### src/rtl/ibus_if_if.sv
// rtl/ibus_if_if.sv - Wishbone-classic read-only instruction bus bundle
interface ibus_if_if;
  logic [31:0] wb_adr_o;
  logic        wb_cyc_o;
  logic        wb_stb_o;
  logic        wb_we_o;
  logic [3:0]  wb_sel_o;
  logic [31:0] wb_dat_i;
  logic        wb_ack_i;

  modport master (
    output wb_adr_o, wb_cyc_o, wb_stb_o, wb_we_o, wb_sel_o,
    input  wb_dat_i, wb_ack_i
  );

  modport slave (
    input  wb_adr_o, wb_cyc_o, wb_stb_o, wb_we_o, wb_sel_o,
    output wb_dat_i, wb_ack_i
  );
endinterface

### src/rtl/ibus_if.sv
// rtl/ibus_if.sv - PC-stage fetch to single Wishbone read, with stall, flush and ack timeout
module ibus_if #(
  parameter int unsigned ACK_TIMEOUT = 255,
  parameter logic [31:0] NOP_WORD    = 32'h0000_0000
) (
  input  logic        clk,
  input  logic        rst,
  input  logic [5:0]  stall,
  input  logic        flush,
  input  logic        cpu_ce_i,
  input  logic [31:0] cpu_addr_i,
  output logic [31:0] cpu_data_o,
  output logic        stallreq_o,
  output logic        bus_err_o,
  ibus_if_if.master   wb
);

  typedef enum logic [1:0] {IDLE, BUSY, HOLD} state_t;

  localparam bit         TMO_EN   = (ACK_TIMEOUT != 0);
  localparam logic [7:0] TMO_LAST = 8'(ACK_TIMEOUT - 1);

  state_t      state, state_nx;
  logic [31:0] adr_q, adr_nx;
  logic        cyc_q, cyc_nx;
  logic [31:0] rd_buf, rd_buf_nx;
  logic [7:0]  tmo_cnt, tmo_nx;
  logic        err_nx;
  logic        tmo_fire;
  logic        stall_any;

  assign stall_any = |stall;
  // Raw timeout condition; a simultaneous flush still wins in the BUSY branch below.
  assign tmo_fire  = (state == BUSY) && TMO_EN && !wb.wb_ack_i && (tmo_cnt == TMO_LAST);

  always_comb begin
    state_nx   = state;
    adr_nx     = adr_q;
    cyc_nx     = cyc_q;
    rd_buf_nx  = rd_buf;
    tmo_nx     = tmo_cnt;
    err_nx     = 1'b0;
    stallreq_o = 1'b0;
    cpu_data_o = 32'h0;
    case (state)
      IDLE: begin
        if (cpu_ce_i && !flush) begin
          stallreq_o = rst;
          adr_nx     = cpu_addr_i;
          cyc_nx     = 1'b1;
          tmo_nx     = 8'd0;
          state_nx   = BUSY;
        end
      end
      BUSY: begin
        stallreq_o = !(wb.wb_ack_i || tmo_fire);
        if (flush) begin
          cyc_nx   = 1'b0;
          state_nx = IDLE;
        end else if (wb.wb_ack_i) begin
          cyc_nx     = 1'b0;
          rd_buf_nx  = wb.wb_dat_i;
          cpu_data_o = wb.wb_dat_i;
          state_nx   = stall_any ? HOLD : IDLE;
        end else if (tmo_fire) begin
          cyc_nx     = 1'b0;
          rd_buf_nx  = NOP_WORD;
          cpu_data_o = NOP_WORD;
          err_nx     = 1'b1;
          state_nx   = stall_any ? HOLD : IDLE;
        end else if (tmo_cnt != 8'hFF) begin
          tmo_nx = tmo_cnt + 8'd1;
        end
      end
      HOLD: begin
        cpu_data_o = rd_buf;
        if (flush || !stall_any) begin
          state_nx = IDLE;
        end
      end
      default: state_nx = IDLE;
    endcase
  end

  always_ff @(posedge clk or negedge rst) begin
    if (!rst) begin
      state     <= IDLE;
      adr_q     <= 32'h0;
      cyc_q     <= 1'b0;
      rd_buf    <= 32'h0;
      tmo_cnt   <= 8'd0;
      bus_err_o <= 1'b0;
    end else begin
      state     <= state_nx;
      adr_q     <= adr_nx;
      cyc_q     <= cyc_nx;
      rd_buf    <= rd_buf_nx;
      tmo_cnt   <= tmo_nx;
      bus_err_o <= err_nx;
    end
  end

  assign wb.wb_adr_o = adr_q;
  assign wb.wb_cyc_o = cyc_q;
  assign wb.wb_stb_o = cyc_q;
  assign wb.wb_we_o  = 1'b0;
  assign wb.wb_sel_o = 4'b1111;

endmodule

### src/flat_wrapper.sv
// flat-port wrapper written by rule: the top's interface ports become plain ports
module ibus_if_flat 
#(
  parameter int unsigned ACK_TIMEOUT = 255,
  parameter logic [31:0] NOP_WORD    = 32'h0000_0000
)
  (clk, rst, stall, flush, cpu_ce_i, cpu_addr_i, cpu_data_o, stallreq_o, bus_err_o, wb_wb_adr_o, wb_wb_cyc_o, wb_wb_stb_o, wb_wb_we_o, wb_wb_sel_o, wb_wb_dat_i, wb_wb_ack_i);
  ibus_if_if wb_i ();
  input  logic clk;
  input  logic rst;
  input  logic [5:0] stall;
  input  logic flush;
  input  logic cpu_ce_i;
  input  logic [31:0] cpu_addr_i;
  output logic [31:0] cpu_data_o;
  output logic stallreq_o;
  output logic bus_err_o;
  output wire logic [$bits(wb_i.wb_adr_o)-1:0] wb_wb_adr_o;
  output wire logic [$bits(wb_i.wb_cyc_o)-1:0] wb_wb_cyc_o;
  output wire logic [$bits(wb_i.wb_stb_o)-1:0] wb_wb_stb_o;
  output wire logic [$bits(wb_i.wb_we_o)-1:0] wb_wb_we_o;
  output wire logic [$bits(wb_i.wb_sel_o)-1:0] wb_wb_sel_o;
  input wire logic [$bits(wb_i.wb_dat_i)-1:0] wb_wb_dat_i;
  input wire logic [$bits(wb_i.wb_ack_i)-1:0] wb_wb_ack_i;
  assign wb_wb_adr_o = wb_i.wb_adr_o;
  assign wb_wb_cyc_o = wb_i.wb_cyc_o;
  assign wb_wb_stb_o = wb_i.wb_stb_o;
  assign wb_wb_we_o = wb_i.wb_we_o;
  assign wb_wb_sel_o = wb_i.wb_sel_o;
  assign wb_i.wb_dat_i = wb_wb_dat_i;
  assign wb_i.wb_ack_i = wb_wb_ack_i;
  ibus_if #(.ACK_TIMEOUT(ACK_TIMEOUT), .NOP_WORD(NOP_WORD)) u_core (.clk(clk), .rst(rst), .stall(stall), .flush(flush), .cpu_ce_i(cpu_ce_i), .cpu_addr_i(cpu_addr_i), .cpu_data_o(cpu_data_o), .stallreq_o(stallreq_o), .bus_err_o(bus_err_o), .wb(wb_i));
endmodule
### config.mk
export PLATFORM = sky130hd
export DESIGN_NAME = ibus_if_flat
export DESIGN_NICKNAME = d
export VERILOG_FILES = /design/src/rtl/ibus_if_if.sv /design/src/rtl/ibus_if.sv /design/src/flat_wrapper.sv
export SDC_FILE = /design/constraint.sdc
export NUM_CORES = 1
export LEC_CHECK = 0
export ABC_AREA = 1
export CORE_ASPECT_RATIO = 1.75
export CORE_MARGIN = 5
export CORE_UTILIZATION = 49
export DETAILED_ROUTE_END_ITERATION = 7
export GPL_TIMING_DRIVEN = 0
export HOLD_SLACK_MARGIN = 0.08
export PLACE_DENSITY = 0.87
export SYNTH_ARGS = -nofsm -noshare
export SYNTH_HDL_FRONTEND = slang
export SYNTH_SLANG_ARGS = --single-unit
### constraint.sdc
create_clock -name clk -period 3.19 [get_ports clk]
set_clock_uncertainty 0.05 [all_clocks]
set_input_delay 0.7975 -clock clk [delete_from_list [all_inputs] [get_ports clk]]
set_output_delay 0.7975 -clock clk [all_outputs]
set_load 0.005 [all_outputs]
* Word level (Yosys, flattened, before mapping) *
Cells that the tools add are included.

storage, ports and cells
  output and inout port bits = 73
  word-level logic and storage cells = 66
  bits in registers = 76
  bits of input ports = 75

cells by class
  reduce and logical (&&, ||, !) cells = 18
  bitwise logic cells = 1
  equal/unequal tests = 11
  mux-type cells = 29
  add/sub/neg operators = 1

operators with widths
  kind                                                                     number
  32-bit 2-to-1 mux                                                        4
  32-bit one-hot mux with 2 select lines                                   1
  8-bit 2-to-1 mux                                                         5
  8-bit one-hot mux with 2 select lines                                    1
  2-bit 2-to-1 mux                                                         6
  1-bit 2-to-1 mux                                                         9
  3-bit AND reduction                                                      3
  8-bit by 1-bit adder with 8-bit output, second input constant            1
  8-bit == test, second input constant                                     1
  2-bit inequality test, second input constant                             4
  8-bit inequality test, second input constant                             1
  2-bit one-hot mux with 3 select lines                                    1
  6-bit AND reduction                                                      1
  6-bit OR reduction                                                       1
  1-bit logical NOT                                                        4
  2-bit by 1-bit inequality test with 1-bit output, second input constant  2
  4-bit by 3-bit inequality test with 1-bit output, second input constant  1
  1-bit one-hot mux with 2 select lines                                    2
  2-bit nonzero test                                                       2
  1-bit logical AND                                                        3
  2-bit by 1-bit == test with 1-bit output, second input constant          1
  2-bit == test, second input constant                                     1
  2-bit logical NOT                                                        1
  1-bit logical OR                                                         2
  2 further kinds                                                          2

* Depth between registers and ports, before layout *
Gate-level depths: netlist of the first run.

  word-level depth = 7
  depth in mapped cells = 10
  gate-level depth less buffers = 10

* Worst setup path before layout of the first run *
Ideal clock, no wire load.

  kind = input-to-output
  start = input flush
  end = output cpu_data_o[0]
  stages = 6
  data arrival time = 1.449 ns
  required time = 2.342 ns
  buffers on the path = 1
  setup slack = 0.893 ns
  cells stage by stage = nor2_4 -> nand2_2 -> inv_4 -> buf_12 -> nand2_4 -> a21oi_2

between the ends
  word-level cells in the longest chain between the ends = 2

ends and longest elaborated chain
  what                                    line                source
  start, declared                         flat_wrapper.sv:12  input logic flush;
  32-bit 2-to-1 mux                       ibus_if.sv:57       if (flush) begin
  32-bit one-hot mux with 2 select lines  ibus_if.sv:45       case (state)
  end, declared                           flat_wrapper.sv:15  output logic [31:0] cpu_data_o;

No other way between the ends.

* Final worst setup path of the first run *
  start = register u_core.state[1]
  end = output cpu_data_o[27]

between the ends
  word-level cells in the longest chain between the ends = 2
  elaborated cells between the ends (all ways) = 3
  classes of those cells = eq/ne: 2; mux: 1

ends and longest elaborated chain
  what                                                                              line           source
  start, declared                                                                   ibus_if.sv:23  state_t state, state_nx;
  start signal, assigned                                                            ibus_if.sv:94  state <= state_nx;
  2-bit == test / 2-bit by 1-bit == test with 1-bit output (equally long branches)  ibus_if.sv:45
  32-bit one-hot mux with 2 select lines *                                          ibus_if.sv:45

Every way passes the cells marked *; elsewhere a longest branch is shown, timed or not.

==> results of run 1 <==
## timing repair
action,4_1_cts,5_1_grt
resized for setup,21,13
pin swaps,1,0
cloned,1,0
hold endpoints to repair,0,0
buffers inserted,2,5
endpoints found under the setup margin,33,23
hold buffers,0,0
## registers in the layout, summed over array words and instances (netlist names)
name,count
u_core.wb.wb_adr_o,32
u_core.rd_buf,32
u_core.bus_err_o,1
u_core.state,2
u_core.wb.wb_cyc_o,1
u_core.tmo_cnt,8
## cells in the mapped netlist, types with 6 or more instances
| cell | count | area (um2) |
|---|---|---|
| dfrtp_1 | 76 | 1900 |
| a21oi_1 | 6 | 30.0 |
| nand2_1 | 145 | 544 |
| clkbuf_1 | 8 | 30.0 |
| nor2_1 | 16 | 60.1 |
| inv_1 | 15 | 56.3 |
| buf_6 | 6 | 67.6 |
| mux2_4 | 30 | 450 |
| nand2_4 | 32 | 360 |
| nand3_1 | 13 | 65.1 |
| a21oi_2 | 30 | 263 |
| buf_4 | 6 | 45.0 |
## per-stage QoR
step	cells	power, mW	setup slack [ns]	area, um2	hold slack, ns
after CTS	698	4.46	0.000794	6120	0.301
after floorplan	421	2.57	0.893	4190	0.392
after detailed placement	679	3.46	-0.358	5780	0.412
final	702	4.43	0.120	6180	0.301
after global placement	678	3.38	-2.46	5750	0.403
after global routing	702	4.70	-0.0144	6180	0.319
## area by class of cell
type,instances,share of cell area (%)
plain buffers,22,3.42
clock buffers,9,3.65
clock inverters,7,0.851
inverters,19,1.24
multi-input cells,303,32.7
flip-flops and latches,76,30.8
well taps,115,2.33
repair buffers,151,25.0
## power by group through the flow
stage / Combinational [mW] / Clock (mW) / Sequential, mW
floorplan: 0.960 / 0 / 1.61
global placement: 1.77 / 0 / 1.60
detailed placement: 1.82 / 0 / 1.64
CTS: 1.87 / 0.961 / 1.63
global route: 2.02 / 1.00 / 1.68
finish: 1.86 / 0.939 / 1.63
## logic make-up after synthesis
kind of cell / synth area share (%)
adder cells (fa/ha/maj): 1.50
multiplexers: 11.3
AND/OR/NAND/NOR: 26.8
AO/OA/AOI/OAI: 8.00
flip-flops: 45.5
buffers and inverters: 6.62
other: 0.180
## layer usage
layer | GRT usage, % | up-vias | part of all wire (%)
met3 | 6.77 | 18 | 7.9
met5 | 0 | - | 0
met1 | 22.2 | 1607 | 36
met2 | 37.2 | 143 | 54
li1 | - | 1646 | -
met4 | 6.30 | 0 | 1.6
## cell usage in the layout, fill, tap and decap left out, types with 13 or more instances in the layout
cell type	Yosys	final
a21oi_2	30	30
buf_4	6	14
clkdlybuf4s50_1	0	124
dfrtp_1	76	76
inv_1	15	14
mux2_4	30	30
nand2_1	145	145
nand2_4	32	32
nand3_1	13	13
nor2_1	16	16
## how the worst max path moves through the flow
stage / slack (ns) / cells past startpoint / endpoint / start
floorplan: 0.89 / 6 / cpu_data_o[0] / flush
global placement: -2.46 / 4 / stallreq_o / rst
detailed placement: -0.36 / 8 / cpu_data_o[2] / flush
CTS: 0.0008 / 10 / cpu_data_o[17] / u_core.state[1]$_DFFE_PN0P_
global route: -0.01 / 10 / cpu_data_o[4] / u_core.state[1]$_DFFE_PN0P_
finish: 0.12 / 10 / cpu_data_o[27] / u_core.state[1]$_DFFE_PN0P_
==> impl_metrics.tcl, run 1 <==
set metrics [dict create \
    num_rows 44 \
    grt_max_degree 58 \
    crit_arrival_ns 2.22 \
    clock_latency_ns 0.33 \
    ys_dominant_reg_cell "dfrtp_1" \
    ys_warn_count 0 \
    clk_pin_slew_ns 0.06 \
    p_sw_share_pct 32.8 \
    port_buffers 142 \
    path_max_fanout 6 \
    finalMaxSlewViolations 0 \
    powerDensity_mw_per_mm2 717 \
    register_area_mm2 0.00190 \
    timing.fmax_mhz 326 \
    n_antenna_cell 0 \
    syn-instance-count 418 \
    post_drt_wl_per_cell_um 15.1 \
    nets 662 \
    viasPerCell 4.86 \
    async_reset_ff_share_pct 100 \
    power_frac_seq_pct 36.8 \
    clock-sinks 76 \
    setup_viol 0 \
    period_minus_slack_ns 3.07 \
    fill_cells 573 \
    crit_chain "inv_2 -> ha_4 -> inv_2 -> nor2_4 -> nand2_2 -> clkinv_4 -> buf_12 -> nand2_4 -> a21oi_2 -> clkdlybuf4s50_1" \
    cts_tree "yes" \
    crit_path_max_incr_delay_ns 0.52 \
    mappedNetlistArea_mm2 0.00418 \
    grt_pass1_vias 3635 \
    area_delta_synth_final_pct 47.9 \
    die_w_um 79.8 \
    max-cap-violations 0 \
    status "finished clean" \
    die_area_mm2 0.0105 \
    drt_pass1_iterations 4 \
    pwr-share-clk_pct 21.2 \
    core_mm2 0.00831 \
    htreeDepth 3 \
    hp-class "input port to async pin" \
    routabilityCongestion 0.820 \
    vias 3414 \
    timing.critical_path.required_ns 2.34 \
    power.switching_mw 1.45 \
    antenna_left 0 \
    crit_buf_inv 5 \
    dp_hpwl_um 8000 \
    rrSetupSlack_ns 1.51 \
    ys_seq_area_share_pct 45.5 \
    drc 0 \
    die_y_um 132 \
    io_pins 148 \
    pwr-share-comb_pct 42.0 \
    p_leak_nw 3.15 \
    cts_buffers 9 \
    multiInputGateArea_mm2 0.00202 \
    synth.distinct_cells 26 \
    p_int_mw 2.98 \
    antenna_found_initial 0 \
    overflow 0 \
    start_util_pct 50.2 \
    worstSetupPathType "flip-flop to output port" \
    r2r_end "u_core.tmo_cnt[4]$_DFFE_PN0P_" \
    final_util_pct 74.3 \
    reg2reg_depth 9 \
    period_share_pct 96.2 \
    slowest_stage "clkdlybuf4s50_1" \
    setup_tns_ns 0 \
    wl_um 10600 \
    postSynthAreaPerCell_um2 9.99 \
    start_kind "flip-flop" \
    drive_above_1_share_pct 26.9 \
    peakVddDrop_mv 0.531 \
    r2r-start "u_core.state[0]$_DFFE_PN0P_" \
    synth_seq_cells 76 \
    end_kind "output port" \
    grt_first_pass_wirelength_um 17200 \
    root_buffer "clkbuf_16" \
    crit_path_frequent_cell "inv_2" \
    timing.final.hold_violations 0 \
    drt_iter0_drc 186 \
    cts.path.max_buffers 2 \
    critPathTopFamily "buffers and inverters" \
    grt_usage_pct 20.5 \
    synth-edff-count 0 \
]
No activity file was read; power rests on OpenSTA's default activity.
==> run 2: changes to the inputs <==
- SLEW_MARGIN: unset -> 10
- clock period: 3.19 -> 3.6 ns (I/O delays scaled with it)
==> impl_metrics.tcl, run 2 (synthesis gave the netlist of run 1 again) <==
set metrics [dict create \
    cts-hold-fix-buffers 0 \
    htreeDepth 3 \
    r2r_end "u_core.tmo_cnt[4]$_DFFE_PN0P_" \
    post_cts_buffers 0 \
    n_antenna_cell 0 \
    port_buffers 142 \
    timing.fmax_mhz 287 \
    antenna_found_initial 0 \
    vias 3377 \
    final_common_cell "nand2_1" \
    end_kind "output port" \
    cts.path.max_buffers 2 \
    post_drt_wl_per_cell_um 14.9 \
    dp.cells 679 \
    crit_path_max_incr_delay_ns 0.53 \
    status "finished clean" \
    grt_pass1_vias 3580 \
    worstSetupPathDepth 8 \
    hp-class "input port to async pin" \
    routabilityCongestion 0.820 \
    root_buffer "clkbuf_16" \
    slowest_stage "clkdlybuf4s50_1" \
    grt_max_degree 58 \
    crit_chain "dlygate4sd2_1 -> nor2_4 -> nand2_2 -> inv_4 -> buf_12 -> nand2_4 -> a21oi_2 -> clkdlybuf4s50_1" \
    area_delta_synth_final_pct 45.0 \
    peakVddDrop_mv 0.464 \
    fill_cells 594 \
    register_area_mm2 0.00190 \
    grt_usage_pct 20.1 \
    die_y_um 132 \
    cts_buffers 9 \
    drive_above_1_share_pct 24.3 \
    max-cap-violations 0 \
    period_minus_slack_ns 3.49 \
    clock_latency_ns 0.33 \
    rrSetupSlack_ns 1.94 \
    num_rows 44 \
    powerDensity_mw_per_mm2 641 \
    finalMaxSlewViolations 0 \
    cts_resized 1 \
    die_area_mm2 0.0105 \
    path_max_fanout 10 \
    multiInputGateArea_mm2 0.00201 \
    drt_iter0_drc 176 \
    clk_pin_slew_ns 0.06 \
    start_util_pct 50.2 \
    antenna_left 0 \
    dp_hpwl_um 8000 \
    grt_setup_unrepaired "no" \
    timing.critical_path.required_ns 2.65 \
    die_w_um 79.8 \
    io_pins 148 \
    core_mm2 0.00831 \
    worstSetupPathType "input port to output port" \
    timing.final.hold_violations 0 \
    overflow 0 \
    layout_common_cells "nand2_1 (145), clkdlybuf4s50_1 (139), dfrtp_1 (76)" \
    reg2reg_depth 9 \
    crit_buf_inv 4 \
    slew_headroom_pct 52.0 \
    drc 0 \
    clock-sinks 76 \
    drt_pass1_iterations 4 \
    p_leak_nw 2.91 \
    worstMarginPinSlew_ns 0.720 \
    r2r-start "u_core.state[1]$_DFFE_PN0P_" \
    power_mw 3.88 \
    critPathTopFamily "buffers and inverters" \
    wl_um 10300 \
    final_cells 695 \
    start_kind "input port" \
    nets 655 \
    cts_tree "yes" \
    grt_first_pass_wirelength_um 16800 \
    setup_viol 0 \
    viasPerCell 4.86 \
    crit_arrival_ns 2.54 \
    period_share_pct 96.9 \
]
## run 2: cell types whose count changed in the layout (fill, tap and decap cells not counted), moves of 2 or more
cell             previous run  this run
buf_4                      14         7
clkbuf_1                    1         8
clkbuf_2                    4         0
clkbuf_4                    2         0
clkdlybuf4s50_1           124       139
dlygate4sd2_1               8         1
dlymetal6s2s_1              8         1
## run 2: worst max-delay path by stage
stage | startpoint | to | slack, ns
CTS | wb_wb_ack_i | cpu_data_o[2] | 0.06
floorplan | flush | cpu_data_o[0] | 1.10
detailed placement | flush | cpu_data_o[2] | -0.15
global placement | rst | stallreq_o | -2.25
finish | flush | cpu_data_o[2] | 0.11
global route | flush | cpu_data_o[2] | 0.02
## run 2: layout make-up
class | instances | area share [%]
clock buffers | 9 | 3.72
multi-input cells | 303 | 33.2
repair buffers | 143 | 23.9
clock inverters | 7 | 0.868
flip-flops and latches | 76 | 31.4
well taps | 115 | 2.38
inverters | 19 | 1.22
plain buffers | 23 | 3.35
## run 2: per-stage QoR
step | setup WS, ns | cell area [um2] | hold WS (ns) | setup TNS, ns | utilization, %
after floorplan | 1.10 | 4190 | 0.392 | 0 | -
after global placement | -2.25 | 5750 | 0.403 | -81.64 | 69.2
after detailed placement | -0.153 | 5780 | 0.412 | -3.10 | 69.5
after CTS | 0.0570 | 6050 | 0.404 | 0 | 72.8
after global routing | 0.0214 | 6060 | 0.421 | 0 | 72.9
final | 0.112 | 6060 | 0.403 | 0 | 72.9
## run 2: worst reg2reg max path: cells and delay by family (launching register included)
kind            cells  cell delay (ns)
buf+inv             2             0.21
simple gates        5             0.47
compound gates      1             0.11
flops               1             0.41
fa+ha+maj           1             0.30
## run 2: layer usage
layer  global-route usage, %  up-vias  wire length, um
li1                        -     1635                -
met1                    21.8     1597             3820
met2                    36.1      127             5510
met3                    6.57       18              786
met4                    6.48        0              204
met5                       0        -                0
## run 2: power breakdown
part	switching (mW)	internal [mW]	total [mW]
logic	0.698	0.910	1.61
clock network	0.364	0.470	0.834
registers	0.214	1.23	1.44
==> run 3: changes to the inputs <==
- CORE_MARGIN: 5 -> 8
==> impl_metrics.tcl, run 3 (synthesis gave the netlist of run 1 again) <==
set metrics [dict create \
    grt_max_degree 52 \
    period_minus_slack_ns 3.50 \
    fin_ws_ns 0.101 \
    dp_hpwl_um 8870 \
    io_pins 148 \
    grt_pass1_vias 3749 \
    path_max_fanout 10 \
    nets 655 \
    crit_path_max_incr_delay_ns 0.56 \
    area_delta_synth_final_pct 46.0 \
    status "finished clean" \
    crit_arrival_ns 2.55 \
    finalMaxSlewViolations 0 \
    num_rows 44 \
    drt_iter0_drc 199 \
    period_share_pct 97.2 \
    pre_cts_slack_ns -0.133 \
    grt_first_pass_wirelength_um 18800 \
    worstSetupPathType "input port to output port" \
    max-cap-violations 0 \
    htreeDepth 3 \
    cts_buffers 9 \
    clock-sinks 76 \
    fill_cells 579 \
    setup_viol 0 \
    root_buffer "clkbuf_16" \
    antenna_left 0 \
    final_common_cell "nand2_1" \
    grt_usage_pct 20.0 \
    port_buffers 142 \
    drc 0 \
    peakVddDrop_mv 0.391 \
    timing.critical_path.required_ns 2.65 \
    n_antenna_cell 0 \
    slew_headroom_pct 51.1 \
    die_w_um 85.8 \
    rrSetupSlack_ns 1.92 \
    die_area_mm2 0.0119 \
    crit_chain "dlygate4sd2_1 -> nor2_4 -> nand2_2 -> inv_4 -> buf_12 -> nand2_4 -> a21oi_2 -> clkdlybuf4s50_1" \
    power_mw 4.05 \
    timing.final.hold_violations 0 \
    cts.path.max_buffers 2 \
    hold_ws_ns 0.419 \
    vias 3433 \
    cts-hold-fix-buffers 0 \
    antenna_found_initial 0 \
    cts_tree "yes" \
    worstMarginPinSlew_ns 0.734 \
    timing.fmax_mhz 286 \
    drt_pass1_iterations 4 \
    p_leak_nw 2.93 \
    powerDensity_mw_per_mm2 663 \
    post_drt_wl_per_cell_um 16.5 \
    routabilityCongestion 0.771 \
    start_util_pct 50.2 \
    die_y_um 138 \
    start_kind "input port" \
    overflow 0 \
    layout_common_cells "nand2_1 (145), clkdlybuf4s50_1 (139), dfrtp_1 (76)" \
    clk_pin_slew_ns 0.06 \
    wl_um 11500 \
    drive_above_1_share_pct 24.3 \
    core_mm2 0.00831 \
    hp-class "flip-flop to flip-flop" \
    viasPerCell 4.94 \
    clock_latency_ns 0.34 \
    slowest_stage "clkdlybuf4s50_1" \
    grt_setup_unrepaired "no" \
    end_kind "output port" \
]
[run 3: routing by layer]
metal	GRT usage, %	vias up	share of wire [%]	wire length, um
met2	36.9	133	55	6260
li1	-	1635	-	-
met3	5.46	17	6.0	686
met4	7.06	0	1.7	197
met5	0	-	0	0
met1	20.6	1648	38	4330
[run 3: report_power, final]
part | internal [mW] | switching, mW | total (mW)
clock | 0.611 | 0.360 | 0.971
combinational | 0.911 | 0.718 | 1.63
sequential | 1.23 | 0.218 | 1.45
total | 2.75 | 1.30 | 4.05
[run 3: per-stage QoR]
step / utilization [%] / area, um2 / instances / setup TNS, ns
floorplan: - / 4190 / 421 / 0
global placement: 69.2 / 5750 / 678 / -85.38
detailed placement: 69.5 / 5780 / 679 / -2.41
CTS: 73.3 / 6090 / 695 / 0
global route: 73.4 / 6100 / 695 / 0
finish: 73.4 / 6100 / 695 / 0
[run 3: final cells by class]
cell class	instances	area [um2]	area share (%)
inverter	19	73.8	1.21
timing repair buffer	143	1450	23.7
sequential	76	1900	31.2
tap	115	144	2.36
clock buffer	11	233	3.82
buffer	23	205	3.36
multi-input combinational	303	2010	32.9
clock inverter	5	85.1	1.39
[run 3: worst paths after layout]
kind,end,cells past startpoint,start
worst max-delay path,cpu_data_o[19],8,flush
worst min-delay path,u_core.rd_buf[18]$_DFFE_PN0P_,2,u_core.rd_buf[18]$_DFFE_PN0P_
worst max register to register,u_core.tmo_cnt[4]$_DFFE_PN0P_,9,u_core.state[0]$_DFFE_PN0P_
worst min register to register,u_core.rd_buf[18]$_DFFE_PN0P_,2,u_core.rd_buf[18]$_DFFE_PN0P_
max in group asynchronous,u_core.wb.wb_adr_o[16]$_DFFE_PN0P_,2,rst
min in group asynchronous,u_core.tmo_cnt[2]$_DFFE_PN0P_,1,rst
[run 3: what timing repair did]
| action | in CTS | in global routing |
|---|---|---|
| buffers inserted | 0 | 0 |
| endpoints found under the setup margin | 30 | 9 |
| resized for setup | 1 | 5 |
[run 3: worst max-delay path: cells and delay by family]
kind,cells,cell delay (ns)
AOI/OAI and AO/OA,1,0.15
buffers and inverters,4,1.17
and+or+nand+nor,3,0.32
